$ cat src/rtl/mips_prog_loader.sv
// Boot loader for the MIPS32 core: streams a program into instruction memory,
// guarantees a trailing HLT, releases the core and reports completion.
module mips_prog_loader #(
  parameter int unsigned        ADDR_W     = 10,
  parameter logic [ADDR_W-1:0]  START_ADDR = '0,
  parameter logic [5:0]         HALT_OP    = 6'h3f
) (
  input  logic              clk1,
  input  logic              rst_n,
  input  logic              s_valid,
  input  logic [31:0]       s_data,
  input  logic              s_last,
  output logic              s_ready,
  output logic              mem_we,
  output logic [ADDR_W-1:0] mem_addr,
  output logic [31:0]       mem_wdata,
  output logic              cpu_pc_clr,
  output logic              cpu_run,
  input  logic              halted_in,
  output logic              done,
  input  logic              done_ack,
  output logic [ADDR_W:0]   word_count,
  output logic              err_ovf
);

  localparam logic [31:0]     HLT_WORD = 32'hfc000000;
  localparam logic [ADDR_W:0] LAST_IDX = {1'b0, {ADDR_W{1'b1}}};

  typedef enum logic [2:0] {
    IDLE, LOAD, APPEND, RELEASE, RUN, DONE, ERROR
  } state_t;

  state_t            state, state_d;
  logic              we_d;
  logic [ADDR_W-1:0] addr_d;
  logic [31:0]       wdata_d;
  logic [ADDR_W:0]   cnt_d;
  logic              accept;
  logic              is_hlt;
  logic [ADDR_W:0]   idx;
  logic              at_last;

  always_ff @(posedge clk1) begin
    if (!rst_n) begin
      state      <= IDLE;
      mem_we     <= 1'b0;
      mem_addr   <= START_ADDR;
      mem_wdata  <= '0;
      word_count <= '0;
    end else begin
      state      <= state_d;
      mem_we     <= we_d;
      mem_addr   <= addr_d;
      mem_wdata  <= wdata_d;
      word_count <= cnt_d;
    end
  end

  assign s_ready    = rst_n && ((state == IDLE) || (state == LOAD));
  assign cpu_pc_clr = (state == RELEASE);
  assign cpu_run    = (state == RUN);
  assign done       = (state == DONE);
  assign err_ovf    = (state == ERROR);

  assign accept = s_valid && s_ready;
  assign is_hlt = (s_data[31:26] == HALT_OP);
  // Index of the incoming word; word_count is stale in IDLE until the first accept.
  assign idx     = (state == IDLE) ? '0 : word_count;
  assign at_last = (idx == LAST_IDX);

  always_comb begin
    state_d = state;
    we_d    = 1'b0;
    addr_d  = mem_addr;
    wdata_d = mem_wdata;
    cnt_d   = word_count;
    unique case (state)
      IDLE, LOAD: begin
        if (accept) begin
          we_d    = 1'b1;
          wdata_d = s_data;
          addr_d  = (state == IDLE) ? START_ADDR : mem_addr + 1'b1;
          cnt_d   = idx + 1'b1;
          if (s_last) begin
            if (is_hlt)       state_d = RELEASE;
            else if (at_last) state_d = ERROR;
            else              state_d = APPEND;
          end else begin
            state_d = at_last ? ERROR : LOAD;
          end
        end
      end
      APPEND: begin
        we_d    = 1'b1;
        addr_d  = mem_addr + 1'b1;
        wdata_d = HLT_WORD;
        cnt_d   = word_count + 1'b1;
        state_d = RELEASE;
      end
      RELEASE: state_d = RUN;
      RUN:     if (halted_in) state_d = DONE;
      DONE:    if (done_ack) state_d = IDLE;
      ERROR:   state_d = ERROR;
      default: state_d = IDLE;
    endcase
  end

endmodule

$ cat config.mk
export PLATFORM = sky130hd
export DESIGN_NAME = mips_prog_loader
export DESIGN_NICKNAME = d
export VERILOG_FILES = /design/src/rtl/mips_prog_loader.sv
export SDC_FILE = /design/constraint.sdc
export NUM_CORES = 1
export LEC_CHECK = 0
export BUFFER_PORTS_ARGS = -buffer_cell sky130_fd_sc_hd__buf_2
export CAP_MARGIN = 40
export CORE_MARGIN = 1.5
export CORE_UTILIZATION = 43
export CTS_CLUSTER_SIZE = 16
export DETAILED_ROUTE_END_ITERATION = 8
export GPL_TIMING_DRIVEN = 0
export PLACE_DENSITY_LB_ADDON = 0.1
export SLEW_MARGIN = 15
export SYNTH_ARGS = -nofsm -noshare
export SYNTH_HDL_FRONTEND = slang
export SYNTH_SLANG_ARGS = --single-unit
$ cat constraint.sdc
create_clock -name clk1 -period 1.8 [get_ports clk1]
set_input_delay 0.18 -clock clk1 [delete_from_list [all_inputs] [get_ports clk1]]
set_output_delay 0.18 -clock clk1 [all_outputs]
set_load 0.05 [all_outputs]
==> reports/qor_table.md <==
| Quantity | Reported |
|---|---|
| Worst slack at placement | -116 ps |
| TritonCTS clock tree | yes |
| Post-synth top flop | sky130_fd_sc_hd__dfxtp_1 |
| Overall Global Routing Usage | 0.222 |
| Routed length per instance | 13.9 um |
| Sequential cell area fraction in the yosys report | 0.462 |
| Post-synthesis average cell area | 8.26 um^2 |
| Max_slew headroom | 0.616 |
| Power density over the cells | 920 nW/um^2 |
| Total Routed Length | 6760 um |
| Cell Count Post-Placement | 467 |
| Count of H-tree levels built during CTS | 3 |
| Total of flip-flops plus latches after synthesis | 57 |
| Via total after detailed routing | 2568 |
| Number of port buffers | 96 |
| Final Net Count | 450 |
| Boundary pin count | 97 |
| Max clock buf depth | 2 |
| Fraction of layout instances using a drive strength above 1 | 0.388 |
| Internal portion of total power | 2.13 mW |
| Relative area change from synthesis to final layout | 36.9% |
| Yosys warning count | 0 |
| Hold path startpoint | s_data[7] |
| Detailed-route vias per instance | 5.27 |
| Die Ht | 78.8 um |
| Path type of the worst setup path | flip-flop to flip-flop |
| Total power | 3.11 mW |
| Leading cell type in the layout, fill and taps excluded | sky130_fd_sc_hd__buf_2 |
| Number of cell rows | 27 |
| Source of the worst register-to-register timing path | state[0] |
| Worst path max stage delay | 410 ps |
| Tcrit/Tclk final | 0.977 |
| Peak supply drop | 0.000488 V |
| Core Box Area | 5540 um^2 |
| Die Area | 6210 um^2 |
| Remaining antenna violation count | 0 |
| Total buffers and inverters traversed by the critical path | 1 |
| Startpoint type of the worst setup path | flip-flop |
| DR DRC count | 0 |
| Core Util, Final | 0.611 |
| First DRT Iteration DRCs | 145 |
| Ant diodes | 0 |
| Switching pwr | 978 uW |
| Fin worst setup slack | 41.8 ps |
| Wire length of the first global-routing pass | 10600 um |
| Clock power frac | 0.371 |
| Number of hold violations in the final report | 0 |
| Number of maximum-capacitance constraint violations | 0 |
| Hpwl dp | 4690 um |
| Sequential fraction of design power | 0.436 |
| FMAX | 0.569 GHz |
| Hold Worst Slack | 74.0 ps |
| Count of unique library cells instantiated by Yosys | 48 |
| Lkg Pwr | 1.49 nW |
| GRT overflow | 0 |
| TritonCTS buffer count | 9 |
| CTS Sinks | 57 |
| Post-route clock skew | 3.84 ps |
| Post-synthesis async set-or-reset flop share | 0 |
| Vias in the first global route | 2236 |
| Switching share of power | 0.314 |
| Maximum fanout along the worst path | 10 |
| Required @ worst endpoint | 2000 ps |
| Cells after Synth | 299 |
| EDFF count, synth | 0 |
| Antenna violations before repair | 0 |
| Post-synthesis net count | 339 |
| Worst-skew pair later-pin latency | 330 ps |
| Pins over their slew limit | 0 |
| Count of endpoints failing setup in the final report | 0 |
| Worst Setup End Kind | flip-flop |
| Weighted congestion reported at the end of routability-driven placement | 0.773 |
| Final-layout setup total negative slack | 0 ps |
| Arrival time worst endpoint | 1960 ps |
| Combinational group share of total power | 0.193 |
| Initial Utilization | 0.446 |
| Worst-Margin Slew | 577 ps |
| Worst setup startpoint | state[0] |
| Die X | 78.8 um |
| DP Area | 3060 um^2 |
| Filler instances | 546 |
| Category of cells accounting for the largest share of critical-path delay | simple AND/OR/NAND/NOR gates |
| Initial DRT Pass Iterations | 4 |
| Buffer cell driving the clock tree root | sky130_fd_sc_hd__clkbuf_8 |
| Path class of the lowest-slack min-delay path | primary input to flip-flop |
| Register clock-pin slew on the reported worst setup and hold paths | 70 ps |
| Slowest library cell on the worst path | sky130_fd_sc_hd__or3_4 |
| Minimum period implied by the final worst setup slack | 1760 ps |
| Commonest cells after routing, fill and taps aside | sky130_fd_sc_hd__buf_2 (99), sky130_fd_sc_hd__nand2_1 (68), sky130_fd_sc_hd__dfxtp_1 (48) |
| Fin cells | 487 |
| Hold-fix buffers at CTS | 0 |
| Status | complete, no violations |
| Post-synthesis instance area | 2470 um^2 |
| Final non-filler cell area | 3380 um^2 |
| Maximum number of pins on one net before global-route repair | 11 |
| Ordered cell list for the critical path | buf_4 -> or3_4 -> and2_4 -> ha_4 -> o2111ai_4 -> nand2b_4 -> a21oi_1 |
## worst reg2reg max path: stages (launching register included)
cell and delay [ps]:
sky130_fd_sc_hd__dfxtp_1 330, sky130_fd_sc_hd__buf_4 170, sky130_fd_sc_hd__or3_4 420, sky130_fd_sc_hd__and2_4 190, sky130_fd_sc_hd__ha_4 180, sky130_fd_sc_hd__o2111ai_4 100, sky130_fd_sc_hd__nand2b_4 180, sky130_fd_sc_hd__a21oi_1 60
## area by class of cell
type                            count  area [um^2]  share of cell area
Buffer                             20          129              0.0381
Clock buffer                       10          128              0.0377
Clock inverter                      6         58.8              0.0174
Inverter                            3         11.3             0.00333
Multi-Input combinational cell    218         1300               0.383
Sequential cell                    57         1150               0.341
Tap cell                           72         90.1              0.0266
Timing Repair Buffer              101          518               0.153
## cell families after synthesis
family / Yosys count / share of synthesized area
fa+ha+maj: 2 / 0.0101
compound gates: 76 / 0.192
xor+xnor: 6 / 0.0213
mux: 3 / 0.0127
buf+inv: 24 / 0.0481
flops: 57 / 0.462
simple gates: 131 / 0.254
## per-layer routing
metal,share of wire,track usage,vias up
li1,-,-,1283
met1,0.46,0.295,1195
met2,0.46,0.325,79
met3,0.060,0.0667,11
met4,0.020,0.111,0
met5,0,0,-
## worst paths after layout
check                  end  slack (ps)  cells past startpoint
min           mem_wdata[7]          70                      3
max          word_count[6]          40                      7
max reg2reg  word_count[6]          40                      7
min reg2reg  mem_wdata[12]         450                      2
## synth_stat cells, types with 2 or more instances
master,instances,share of area
sky130_fd_sc_hd__clkbuf_1,8,0.012
sky130_fd_sc_hd__a31oi_1,6,0.015
sky130_fd_sc_hd__xor2_1,5,0.018
sky130_fd_sc_hd__buf_2,10,0.020
sky130_fd_sc_hd__inv_1,3,0.0046
sky130_fd_sc_hd__or3_1,2,0.0051
sky130_fd_sc_hd__and3_1,2,0.0051
sky130_fd_sc_hd__nand2b_1,3,0.0076
sky130_fd_sc_hd__o2111ai_1,5,0.018
sky130_fd_sc_hd__ha_1,2,0.010
sky130_fd_sc_hd__o41ai_1,2,0.0071
sky130_fd_sc_hd__nor3_1,4,0.0081
sky130_fd_sc_hd__o21ai_0,7,0.014
sky130_fd_sc_hd__nand4_1,5,0.013
sky130_fd_sc_hd__a21o_1,2,0.0061
sky130_fd_sc_hd__buf_6,2,0.0091
sky130_fd_sc_hd__a211o_1,2,0.0071
sky130_fd_sc_hd__nand3_1,11,0.022
sky130_fd_sc_hd__mux2i_1,2,0.0081
sky130_fd_sc_hd__nor2_1,15,0.023
sky130_fd_sc_hd__a21oi_1,37,0.075
sky130_fd_sc_hd__or4_1,2,0.0061
sky130_fd_sc_hd__o211ai_1,5,0.015
sky130_fd_sc_hd__and2_1,4,0.010
sky130_fd_sc_hd__and4_1,3,0.011
sky130_fd_sc_hd__nand2_1,70,0.11
sky130_fd_sc_hd__a211oi_1,3,0.0091
sky130_fd_sc_hd__dfxtp_1,57,0.46
## registers in the layout, summed over array words and instances, names as in the netlist
register / cells
state: 3
mem_we: 1
word_count: 11
mem_wdata: 32
mem_addr: 10
## power by group through the flow
stage          clock network, mW  logic (mW)  registers (mW)
3_3_place_gp                   0       0.560            1.38
6_report                    1.15       0.602            1.36
4_1_cts                     1.18       0.575            1.35
2_1_floorplan                  0       0.224            1.56
3_5_place_dp                   0       0.562            1.38
5_1_grt                     1.23       0.649            1.36
## what timing repair did
| item | CTS | global route |
|---|---|---|
| gates cloned | 0 | 0 |
| pin swaps | 0 | 3 |
| endpoints found under the hold margin | 0 | 0 |
| buffers inserted | 0 | 5 |
| endpoints found under the setup margin | 27 | 48 |
| resized for setup | 9 | 24 |
No activity file was read; power rests on OpenSTA's default activity.
